==> src/rtl/lsu_pkg.sv <==
// Shared definitions for the load/store unit: funct3 codes, FSM states and
// the access-width helper.
package lsu_pkg;

  localparam logic [2:0] LB  = 3'b000;
  localparam logic [2:0] LH  = 3'b001;
  localparam logic [2:0] LW  = 3'b010;
  localparam logic [2:0] LBU = 3'b100;
  localparam logic [2:0] LHU = 3'b101;
  localparam logic [2:0] SB  = 3'b000;
  localparam logic [2:0] SH  = 3'b001;
  localparam logic [2:0] SW  = 3'b010;

  typedef enum logic [2:0] {IDLE, ISSUE, WAIT, ERR, RESP} state_t;

  // Access size in bytes; only meaningful for legal funct3 codes.
  function automatic logic [2:0] access_bytes(input logic [2:0] funct3);
    case (funct3[1:0])
      2'b00:   access_bytes = 3'd1;
      2'b01:   access_bytes = 3'd2;
      default: access_bytes = 3'd4;
    endcase
  endfunction

endpackage

==> src/rtl/load_store_unit_extend.sv <==
// Combinational load extension: picks the byte/half/word from the returned
// memory word and sign- or zero-extends it according to funct3.
module load_extend
  import lsu_pkg::*;
(
  input  logic [2:0]  funct3,
  input  logic [31:0] word,
  output logic [31:0] result
);

  always_comb begin
    case (funct3)
      LB:      result = {{24{word[7]}}, word[7:0]};
      LH:      result = {{16{word[15]}}, word[15:0]};
      LBU:     result = {24'b0, word[7:0]};
      LHU:     result = {16'b0, word[15:0]};
      default: result = word;
    endcase
  end

endmodule

==> src/rtl/load_store_unit.sv <==
// Load/store unit: accepts one op, checks it, pulses the memory read or
// write port once, and returns the load result or store acknowledgement.
module load_store_unit
  import lsu_pkg::*;
#(
  parameter int unsigned MEM_BYTES    = 1024,
  parameter int unsigned READ_LATENCY = 1
) (
  input  logic        clock,
  input  logic        reset,
  input  logic        req_valid,
  output logic        req_ready,
  input  logic        req_is_store,
  input  logic [2:0]  req_funct3,
  input  logic [31:0] req_base,
  input  logic [31:0] req_offset,
  input  logic [31:0] req_store_data,
  input  logic [4:0]  req_tag,
  output logic        resp_valid,
  input  logic        resp_ready,
  output logic [31:0] resp_data,
  output logic [4:0]  resp_tag,
  output logic        resp_error,
  output logic [31:0] mem_read_addr,
  output logic        mem_read_req,
  input  logic [31:0] mem_read_data,
  output logic        mem_write_req,
  output logic [31:0] mem_write_addr,
  output logic [31:0] mem_write_data,
  output logic [2:0]  mem_write_type
);

  state_t      state, state_next;
  logic        op_store;
  logic [2:0]  op_funct3;
  logic [2:0]  wait_count;
  logic        wait_done;
  logic [31:0] ea;
  logic [32:0] ea_end;
  logic        legal, misaligned, out_of_range, reject;
  logic [31:0] store_value;
  logic [31:0] load_value;

  // Acceptance-time checks; the end address is kept 33 bits wide so an
  // access wrapping past 2^32 is still seen as out of range.
  always_comb begin
    ea     = req_base + req_offset;
    ea_end = {1'b0, ea} + 33'(access_bytes(req_funct3)) - 33'd1;
    if (req_is_store)
      legal = (req_funct3 == SB) || (req_funct3 == SH) || (req_funct3 == SW);
    else
      legal = req_funct3 inside {LB, LH, LW, LBU, LHU};
    case (access_bytes(req_funct3))
      3'd2:    misaligned = ea[0];
      3'd4:    misaligned = |ea[1:0];
      default: misaligned = 1'b0;
    endcase
    out_of_range = ea_end >= 33'(MEM_BYTES);
    reject       = !legal || misaligned || out_of_range;
  end

  always_comb begin
    case (req_funct3[1:0])
      2'b00:   store_value = {24'b0, req_store_data[7:0]};
      2'b01:   store_value = {16'b0, req_store_data[15:0]};
      default: store_value = req_store_data;
    endcase
  end

  load_extend u_extend (
    .funct3 (op_funct3),
    .word   (mem_read_data),
    .result (load_value)
  );

  assign wait_done = (wait_count == 3'(READ_LATENCY - 1));

  always_ff @(posedge clock) begin
    if (reset) state <= IDLE;
    else       state <= state_next;
  end

  always_comb begin
    state_next = state;
    case (state)
      IDLE:    if (req_valid) state_next = reject ? ERR : ISSUE;
      ISSUE:   state_next = op_store ? RESP : WAIT;
      WAIT:    if (wait_done) state_next = RESP;
      ERR:     state_next = RESP;
      RESP:    if (resp_ready) state_next = IDLE;
      default: state_next = IDLE;
    endcase
  end

  always_comb begin
    req_ready     = (state == IDLE);
    resp_valid    = (state == RESP);
    mem_read_req  = (state == ISSUE) && !op_store;
    mem_write_req = (state == ISSUE) && op_store;
  end

  // Memory addresses are only updated for accepted legal ops, so they hold
  // their last value between operations.
  always_ff @(posedge clock) begin
    if (reset) begin
      op_store       <= 1'b0;
      op_funct3      <= '0;
      wait_count     <= '0;
      resp_data      <= '0;
      resp_tag       <= '0;
      resp_error     <= 1'b0;
      mem_read_addr  <= '0;
      mem_write_addr <= '0;
      mem_write_data <= '0;
      mem_write_type <= '0;
    end else begin
      case (state)
        IDLE: if (req_valid) begin
          op_store   <= req_is_store;
          op_funct3  <= req_funct3;
          wait_count <= '0;
          resp_data  <= '0;
          resp_tag   <= req_tag;
          resp_error <= reject;
          if (!reject) begin
            if (req_is_store) begin
              mem_write_addr <= ea;
              mem_write_data <= store_value;
              mem_write_type <= req_funct3;
            end else begin
              mem_read_addr <= ea;
            end
          end
        end
        WAIT: begin
          wait_count <= wait_count + 3'd1;
          if (wait_done) resp_data <= load_value;
        end
        default: ;
      endcase
    end
  end

endmodule
==> config.mk <==
export PLATFORM = sky130hd
export DESIGN_NAME = load_store_unit
export DESIGN_NICKNAME = d
export VERILOG_FILES = /design/src/rtl/lsu_pkg.sv /design/src/rtl/load_store_unit_extend.sv /design/src/rtl/load_store_unit.sv
export SDC_FILE = /design/constraint.sdc
export NUM_CORES = 1
export LEC_CHECK = 0
export ABC_AREA = 1
export CAP_MARGIN = 0
export CORE_UTILIZATION = 55
export CTS_BUF_LIST = sky130_fd_sc_hd__clkbuf_2 sky130_fd_sc_hd__clkbuf_4 sky130_fd_sc_hd__clkbuf_8
export DETAILED_ROUTE_END_ITERATION = 8
export GPL_TIMING_DRIVEN = 0
export PLACE_DENSITY = 0.9
export SLEW_MARGIN = 20
export SYNTH_ARGS = -nofsm -noshare
export SYNTH_HDL_FRONTEND = slang
export SYNTH_SLANG_ARGS = --single-unit
==> constraint.sdc <==
create_clock -name clock -period 17.85 [get_ports clock]
set_clock_uncertainty 0.2 [all_clocks]
set_input_delay 3.57 -clock clock [delete_from_list [all_inputs] [get_ports clock]]
set_output_delay 3.57 -clock clock [all_outputs]
set_load 0.05 [all_outputs]
==> results of run 1 <==
## critical path, delay by kind of cell
family | cells | cell delay, ns
compound gates | 5 | 1.57
fa+ha+maj | 3 | 0.97
simple gates | 19 | 2.41
xor+xnor | 1 | 0.34
buf+inv | 5 | 1.04
## cell type report
| type | count | area (µm²) | area share, % |
|---|---|---|---|
| inverters | 280 | 1050 | 7.62 |
| plain buffers | 50 | 249 | 1.80 |
| well taps | 229 | 287 | 2.08 |
| multi-input cells | 1229 | 6100 | 44.2 |
| clock buffers | 19 | 262 | 1.90 |
| clock inverters | 13 | 115 | 0.834 |
| repair buffers | 279 | 2790 | 20.2 |
| flip-flops and latches | 147 | 2940 | 21.3 |
## Yosys cell counts, drive strengths merged
library cell,instances,area share (%)
buf,22,1.4
nand3b,8,0.70
o21ai,71,3.4
or2,4,0.24
a211oi,2,0.15
and2,1,0.061
xor2,20,1.7
clkinv,2,0.073
dfxtp,147,28
nand4,26,1.6
clkbuf,28,1.0
a31oi,3,0.18
a21oi,130,6.3
a21o,2,0.15
o211ai,5,0.36
xnor2,8,0.68
o22ai,1,0.061
nor3,27,1.3
inv,278,10
a21boi,1,0.073
a221oi,1,0.085
a211o,1,0.085
nand3,113,5.6
nor2,220,8.3
nor4,1,0.061
o31ai,1,0.073
fa,2,0.39
a2111oi,2,0.17
o21bai,6,0.44
ha,61,7.4
a31o,1,0.085
a22oi,8,0.58
nand2,502,19
o2111a,1,0.11
## registers in the layout, indices dropped and copies added (netlist names)
register / flops
state: 3
mem_write_addr: 32
resp_data: 32
op_funct3: 3
mem_write_type: 3
mem_read_addr: 32
mem_write_data: 32
op_store: 1
resp_tag: 5
resp_error: 1
wait_count: 3
## per-layer routing
layer / track usage, % / up-vias / routed length [µm]
met5: 0 / - / 0
met4: 14.6 / 0 / 1230
met3: 8.01 / 88 / 2960
met2: 60.0 / 509 / 15800
met1: 43.5 / 5439 / 14300
li1: - / 5971 / -
## through the flow
step           utilization (%)  hold WS (ns)  cell area, µm²
6_report                  75.8         0.250           13800
5_1_grt                   75.8         0.287           13800
4_1_cts                   75.8         0.252           13800
3_5_place_dp              73.7         0.239           13400
3_3_place_gp              73.7         0.231           13400
2_1_floorplan                -         0.248           10300
## worst min-delay path by stage
stage	from	cells past startpoint	endpoint	slack, ns
finish	mem_write_addr[1]$_SDFFE_PP0P_	2	mem_write_addr[1]$_SDFFE_PP0P_	0.25
global route	mem_write_data[23]$_SDFFE_PP0P_	2	mem_write_data[23]$_SDFFE_PP0P_	0.29
CTS	mem_write_addr[1]$_SDFFE_PP0P_	2	mem_write_addr[1]$_SDFFE_PP0P_	0.25
detailed placement	mem_write_addr[1]$_SDFFE_PP0P_	2	mem_write_addr[1]$_SDFFE_PP0P_	0.24
global placement	mem_write_addr[1]$_SDFFE_PP0P_	2	mem_write_addr[1]$_SDFFE_PP0P_	0.23
floorplan	op_funct3[2]$_SDFFE_PP0P_	2	op_funct3[2]$_SDFFE_PP0P_	0.25
## kinds of logic after synthesis
kind of cell    Yosys count  synth area share [%]
fa+ha+maj                63                  7.77
simple gates            902                  36.5
flops                   147                  28.5
buf+inv                 330                  12.6
xor+xnor                 28                  2.37
compound gates          236                  12.3
## report_power, final
part / leakage [nW] / total, W / switching (W) / internal (W)
clock network: 0.189 / 0.000253 / 0.000145 / 0.000108
logic: 5.28 / 0.000675 / 0.000453 / 0.000222
registers: 1.19 / 0.000361 / 0.0000117 / 0.000349
total: 6.66 / 0.00129 / 0.000610 / 0.000679
==> impl_results.md, run 1 <==
* Total global routing overflow at 0
* Gate Count Post-Synth at 1706
* Nets at 2208
* CP Launch Type: input pin
* Post-route DRC at 25
* Leak at 6.66 nW
* Setup WS post-layout at 8.11 ns
* Relative slew margins at 29.6%
* First-iteration detailed-routing DRC count at 918
* CTS Buffer Depth at 2
* Failing checks: design-rule violations
* RR Endpoint: resp_data[27]$_SDFFE_PP0P_
* CP peak stage delay at 0.87 ns
* Initial Utilization at 56.8%
* Die width at 139 µm
* Pre-CTS WS at 7.87 ns
* Vias at 12000
* Most common cell after layout, fill and taps aside: nand2_1
* Synth warn at 0
* CTS tree: done
* Syn Area/Cell at 6.06 µm²
* First-pass GRT wire length at 55000 µm
* Critical Path AT at 9.90 ns
* Die height at 139 µm
* CTS clk-pin slew, worst paths at 0.09 ns
* HP Class: flip-flop to flip-flop
* Placed Cells at 2214
* Largest net degree at the start of global routing at 17
* Sequential area share after synthesis at 28.5%
* Setup violations, final at 0
* Area grow syn2layout at 33.4%
* PortBufs at 279
* R2R cell count at 9
* FF-to-FF Start: op_funct3[1]$_SDFFE_PP0P_
* Fin cells at 2246
* Antenna violations before repair at 0
* Clk_lat worst skew at 0.47 ns
* Max Slew Vio Count at 0
* Htree depth at 4
* RSZ-0062 raised after global routing: false
* Core footprint at 18200 µm²
* Critical Path Start: req_base[0]
* Max cap viols at 0
* Post-Route WL at 34300 µm
* Num rows at 49
* #FFs+latches synth at 147
* Syn nets at 1910
* Min cycle time layout at 9.74 ns
* Io pins at 282
* CP most frequent cell: nand2_1
* Fmax achieved at 103 MHz
* Status: finished, violations left
* Drt via density at 5.35
* Root Buffer Master: clkbuf_8
* Drt wl/cell at 15.3 µm
* Fillers at 1516
* Commonest cells after routing, fill and taps aside: 485 x nand2_1, 279 x clkdlybuf4s50_1, 258 x inv_1, 209 x nor2_1, 147 x dfxtp_1
* Share of layout cells above drive strength 1 at 5.11%
* Final ANT Viol Nets at 0
* Crit path capture: mem_read_addr[29]$_SDFFE_PP0P_
* Pwr dens at 93.5 nW/µm²
* Critical Path Slowest Stage Cell: a2111oi_0
* Final Wtd Congestion at 0.962
* Netlist cell types at 46
* Post-cts hold buffer count at 0
* Maximum VDD drop at 0.0845 mV
* Post-CTS setup buffers at 0
* Worst-path fanout max at 10
* Post-synthesis cell area at 10300 µm²
* Post-cts resize count at 0
* Tcrit/Tclk final at 54.6%
* # diodes at 0
* Dpl hpwl at 27900 µm
* Worst setup path class: input pin to flip-flop
* Required @ worst endpoint at 18.00 ns
* Die area at 19400 µm²
* Number of global-route vias before repair at 11100
* CTS Buf Count at 17
* R2R setup slack at 14.95 ns
* Total negative setup slack at 0 ns
* Hold violation total from the final report at 0
* Gr usage total at 35.5%
* Total power at 0.00129 W
* DRT Pass-1 Iters at 9
* Sink Count at 147
* CP Capture Type: flip-flop
* Worst Max-Slew Pin Slew at 1.03 ns
Power figures use the tool's default switching activity.
==> inputs of run 2 (changes only) <==
Settings changed: CORE_UTILIZATION 55 to 51, PLACE_DENSITY 0.9 to 0.84.
Clock period 17.85 ns to 9.6 ns, I/O delays scaled along.
==> run 2 against run 1 <==
The flow now finishes without violations. Non-clock buffer count stayed put. Combinational power is 84% higher. Sequential power is 86% higher. Setup slack worse by 6.5 ns. Wire length is 0.78% lower. Largest cell class unchanged.
==> impl_results.md, run 2 (synthesis results as in run 1) <==
* Gr usage total at 32.7%
* Final Wtd Congestion at 0.943
* CP most frequent cell: nand2_1
* Htree depth at 4
* Nets at 2208
* Required @ worst endpoint at 9.77 ns
* Leak at 6.68 nW
* CP Capture Type: flip-flop
* Critical Path AT at 8.13 ns
* Relative slew margins at 32.6%
* CP Launch Type: input pin
* Number of global-route vias before repair at 11100
* # diodes at 0
* Maximum VDD drop at 0.102 mV
* Sink Count at 147
* Drt via density at 5.22
* Final ANT Viol Nets at 0
* RSZ-0062 raised after global routing: false
* Clk_lat worst skew at 0.47 ns
* Num rows at 51
* Pwr dens at 175 nW/µm²
* Post-route cell area at 13900 µm²
* Share of layout cells above drive strength 1 at 5.11%
* R2R setup slack at 6.59 ns
* PortBufs at 279
* Hold violation total from the final report at 0
* Post-route DRC at 0
* Die height at 144 µm
* Drt wl/cell at 14.9 µm
* Post-cts hold buffer count at 0
* CTS Buf Count at 17
* CTS clk-pin slew, worst paths at 0.10 ns
* Largest net degree at the start of global routing at 18
* Die width at 144 µm
* Max cap viols at 0
* Post-DP Area at 13500 µm²
* Die area at 20800 µm²
* Post-cts resize count at 0
* CTS Buffer Depth at 2
* First-pass GRT wire length at 53400 µm
* Total global routing overflow at 0
* Commonest cells after routing, fill and taps aside: 485 x nand2_1, 279 x clkdlybuf4s50_1, 258 x inv_1, 209 x nor2_1, 147 x dfxtp_1
* Tcrit/Tclk final at 82.9%
* Critical Path Slowest Stage Cell: a2111oi_0
* Antenna violations before repair at 0
* First-iteration detailed-routing DRC count at 919
* Dpl hpwl at 27500 µm
* Core footprint at 19700 µm²
* Vias at 11900
* DRT Pass-1 Iters at 6
* Total negative setup slack at 0 ns
* Initial Utilization at 52.6%
* Min cycle time layout at 7.96 ns
* Worst-path fanout max at 10
* Io pins at 282
* Root Buffer Master: clkbuf_8
* HP Class: flip-flop to flip-flop
* CP peak stage delay at 0.84 ns
* Post-Route WL at 34000 µm
* Worst setup path class: input pin to flip-flop
* Status: finished clean
* Fmax achieved at 126 MHz
* Area grow syn2layout at 34.2%
* Most common cell after layout, fill and taps aside: nand2_1
* Post-CTS setup buffers at 0
* Setup violations, final at 0
* Max Slew Vio Count at 0
* CTS tree: done
* Worst Max-Slew Pin Slew at 0.986 ns
-- run 2: metal layers --
layer / routed length (µm) / part of all wire [%] / global-route usage [%] / vias up
met5: 0 / 0 / 0 / -
met4: 1330 / 3.9 / 15.6 / 0
met3: 2950 / 8.7 / 6.92 / 85
met2: 15800 / 46 / 55.9 / 484
met1: 14000 / 41 / 38.9 / 5371
li1: - / - / - / 5979
-- run 2: layout make-up --
class                      count  area (µm²)
multi-input combinational   1229        6100
fill                        1743        5780
sequential                   147        2940
timing repair buffer         279        2790
inverter                     280        1050
tap                          265         332
buffer                        50         249
clock buffer                  17         234
clock inverter                15         181
-- run 2: path summary, 6_finish.rpt --
check / startpoint / depth (start not counted) / to
min: mem_write_addr[1]$_SDFFE_PP0P_ / 2 / mem_write_addr[1]$_SDFFE_PP0P_
max: req_base[0] / 33 / mem_read_addr[13]$_SDFFE_PP0P_
max reg2reg: op_funct3[1]$_SDFFE_PP0P_ / 9 / resp_data[29]$_SDFFE_PP0P_
min reg2reg: mem_write_addr[1]$_SDFFE_PP0P_ / 2 / mem_write_addr[1]$_SDFFE_PP0P_
-- run 2: through the flow --
step / total power [W] / util [%] / hold WS [ns] / instances / setup slack [ns]
CTS: 0.00242 / 70.6 / 0.251 / 2282 / 1.79
floorplan: 0.00156 / - / 0.248 / 1706 / 3.06
global route: 0.00260 / 70.6 / 0.290 / 2282 / 0.980
detailed placement: 0.00190 / 68.5 / 0.236 / 2250 / 1.32
finish: 0.00243 / 70.6 / 0.251 / 2282 / 1.64
global placement: 0.00188 / 68.5 / 0.229 / 2250 / 1.41
-- run 2: power breakdown --
group / leakage [nW] / total [W] / internal, W / switching [W]
combinational: 5.28 / 0.00124 / 0.000412 / 0.000830
sequential: 1.19 / 0.000672 / 0.000649 / 0.0000230
clock: 0.209 / 0.000516 / 0.000223 / 0.000292
total: 6.68 / 0.00243 / 0.00128 / 0.00115
-- run 2: worst max-delay path, delay by kind of cell --
| kind | cells | cell delay (ns) |
|---|---|---|
| adder cells (fa/ha/maj) | 3 | 0.94 |
| AO/OA/AOI/OAI | 5 | 1.51 |
| AND/OR/NAND/NOR | 19 | 2.38 |
| buffers and inverters | 5 | 1.02 |
| XOR/XNOR | 1 | 0.33 |
==> inputs of run 3 (changes only) <==
Settings changed: CORE_UTILIZATION 51 to 46, PLACE_DENSITY 0.84 to 0.8.
Clock period 9.6 ns to 7.1 ns, I/O delays scaled along.
==> run 3 against run 2 <==
The flow now finishes with violations (design-rule violations). Register-to-register slack got worse by 2.3 ns. Core utilization shrank 6.7 points. Wire length decreased by 2.5%. Die area up 11%. Worst hold slack got worse by 0.0075 ns. Final cell count is 0.66% higher. Non-clock buffer count increased by 1. Sequential cell count unchanged. Sequential power rose by 35%. First-iteration DRC count is 3.0% higher. Highest routed layer unchanged.
==> impl_results.md, run 3 (synthesis results as in run 1) <==
* First-pass GRT wire length at 53700 µm
* Status: finished, violations left
* CTS Buffer Depth at 2
* # diodes at 0
* Worst setup path class: input pin to flip-flop
* Pwr dens at 240 nW/µm²
* Leak at 6.73 nW
* Maximum VDD drop at 0.153 mV
* Tcrit/Tclk final at 95.3%
* Most common cell after layout, fill and taps aside: nand2_1
* Area grow syn2layout at 35.7%
* Io pins at 282
* Max cap viols at 0
* Critical Path Slowest Stage Cell: clkdlybuf4s50_1
* Antenna violations before repair at 0
* Worst hold slack at 0.244 ns
* Required @ worst endpoint at 7.25 ns
* Fmax achieved at 148 MHz
* Placed Cells at 2265
* CTS Buf Count at 17
* Clk_lat worst skew at 0.45 ns
* First-iteration detailed-routing DRC count at 947
* Die width at 152 µm
* Number of global-route vias before repair at 10900
* WL met2 at 14800 µm
* CP peak stage delay at 0.46 ns
* Commonest cells after routing, fill and taps aside: 483 x nand2_1, 279 x clkdlybuf4s50_1, 258 x inv_1, 208 x nor2_1, 147 x dfxtp_1
* Multi-input logic area at 6170 µm²
* Core footprint at 22000 µm²
* Largest net degree at the start of global routing at 17
* Final Wtd Congestion at 0.921
* Gr usage total at 28.7%
* Fillers at 2039
* Num rows at 54
* CTS clk-pin slew, worst paths at 0.08 ns
* Total power at 0.00337 W
* Uppermost layer routed: met4
* Share of layout cells above drive strength 1 at 5.75%
* CP Launch Type: input pin
* Setup WS post-layout at 0.336 ns
* Worst Max-Slew Pin Slew at 0.808 ns
* Min cycle time layout at 6.76 ns
* CP Capture Type: flip-flop
* Post-route DRC at 40
* Total global routing overflow at 0
* Critical Path AT at 6.91 ns
* CTS tree: done
* Die height at 152 µm
* Drt via density at 5.11
* Die area at 23100 µm²
* Htree depth at 4
* Fin cells at 2297
* Hold violation total from the final report at 0
* Drt wl/cell at 14.4 µm
* Max Slew Vio Count at 0
* Nets at 2209
* HP Class: flip-flop to flip-flop
* Worst hold path stage count at 2
* Failing checks: design-rule violations
* Met3 WL at 2270 µm
* Sink Count at 147
* Pre-CTS WS at -0.790 ns
* PortBufs at 279
* Relative slew margins at 46.0%
* Post-Route WL at 33200 µm
* DRT met1 WL at 14900 µm
* Worst-path fanout max at 10
* Vias at 11700
* FF/Latch Area at 2940 µm²
* Initial Utilization at 47.1%
* R2R cell count at 9
* Setup violations, final at 0
* Dpl hpwl at 26500 µm
* Final ANT Viol Nets at 0
* Root Buffer Master: clkbuf_8
* DRT Pass-1 Iters at 7
-- run 3: final cells by class --
cell class / instances / share of cell area [%]
Buffer: 50 / 1.79
Clock buffer: 19 / 1.86
Clock inverter: 12 / 1.44
Inverter: 280 / 7.49
Multi-Input combinational cell: 1229 / 44.0
Sequential cell: 147 / 21.0
Tap cell: 280 / 2.50
Timing Repair Buffer: 280 / 20.0
-- run 3: per-layer routing --
metal,global-route usage (%),vias up
met5,0,-
met4,12.2,0
met3,4.88,70
met2,46.8,416
met1,37.4,5271
li1,-,5982
-- run 3: path summary, 6_finish.rpt --
check / start / slack [ns] / to
max reg2reg: op_funct3[1]$_SDFFE_PP0P_ / 4.25 / resp_data[30]$_SDFFE_PP0P_
min reg2reg: mem_write_addr[1]$_SDFFE_PP0P_ / 0.24 / mem_write_addr[1]$_SDFFE_PP0P_
max: req_base[0] / 0.34 / mem_read_addr[12]$_SDFFE_PP0P_
min: mem_write_addr[1]$_SDFFE_PP0P_ / 0.24 / mem_write_addr[1]$_SDFFE_PP0P_
-- run 3: timing repair --
item,CTS,global route
endpoints found under the setup margin,99,100
pin swaps,0,3
setup buffers,0,1
endpoints found under the hold margin,0,0
resized for setup,3,17
hold buffers,0,0
-- run 3: per-stage QoR --
step                cell area (µm²)  util (%)  setup TNS, ns
floorplan                     10300         -              0
global placement              13500      61.4         -51.14
detailed placement            13500      61.4         -64.02
CTS                           14000      63.5              0
global route                  14000      63.9        -0.0580
finish                        14000      63.9              0
-- run 3: power by group --
group	leakage, nW	switching [W]	internal [W]
Clock	0.232	0.000339	0.000437
Combinational	5.31	0.00112	0.000567
Sequential	1.19	0.0000288	0.000877
-- run 3: critical path: cells and delay by family --
kind	cells	cell delay (ns)
and+or+nand+nor	15	1.92
xor gates and xnor gates	1	0.25
buffers and inverters	7	1.29
AOI/OAI and AO/OA	5	1.00
adders and majority gates	3	1.01
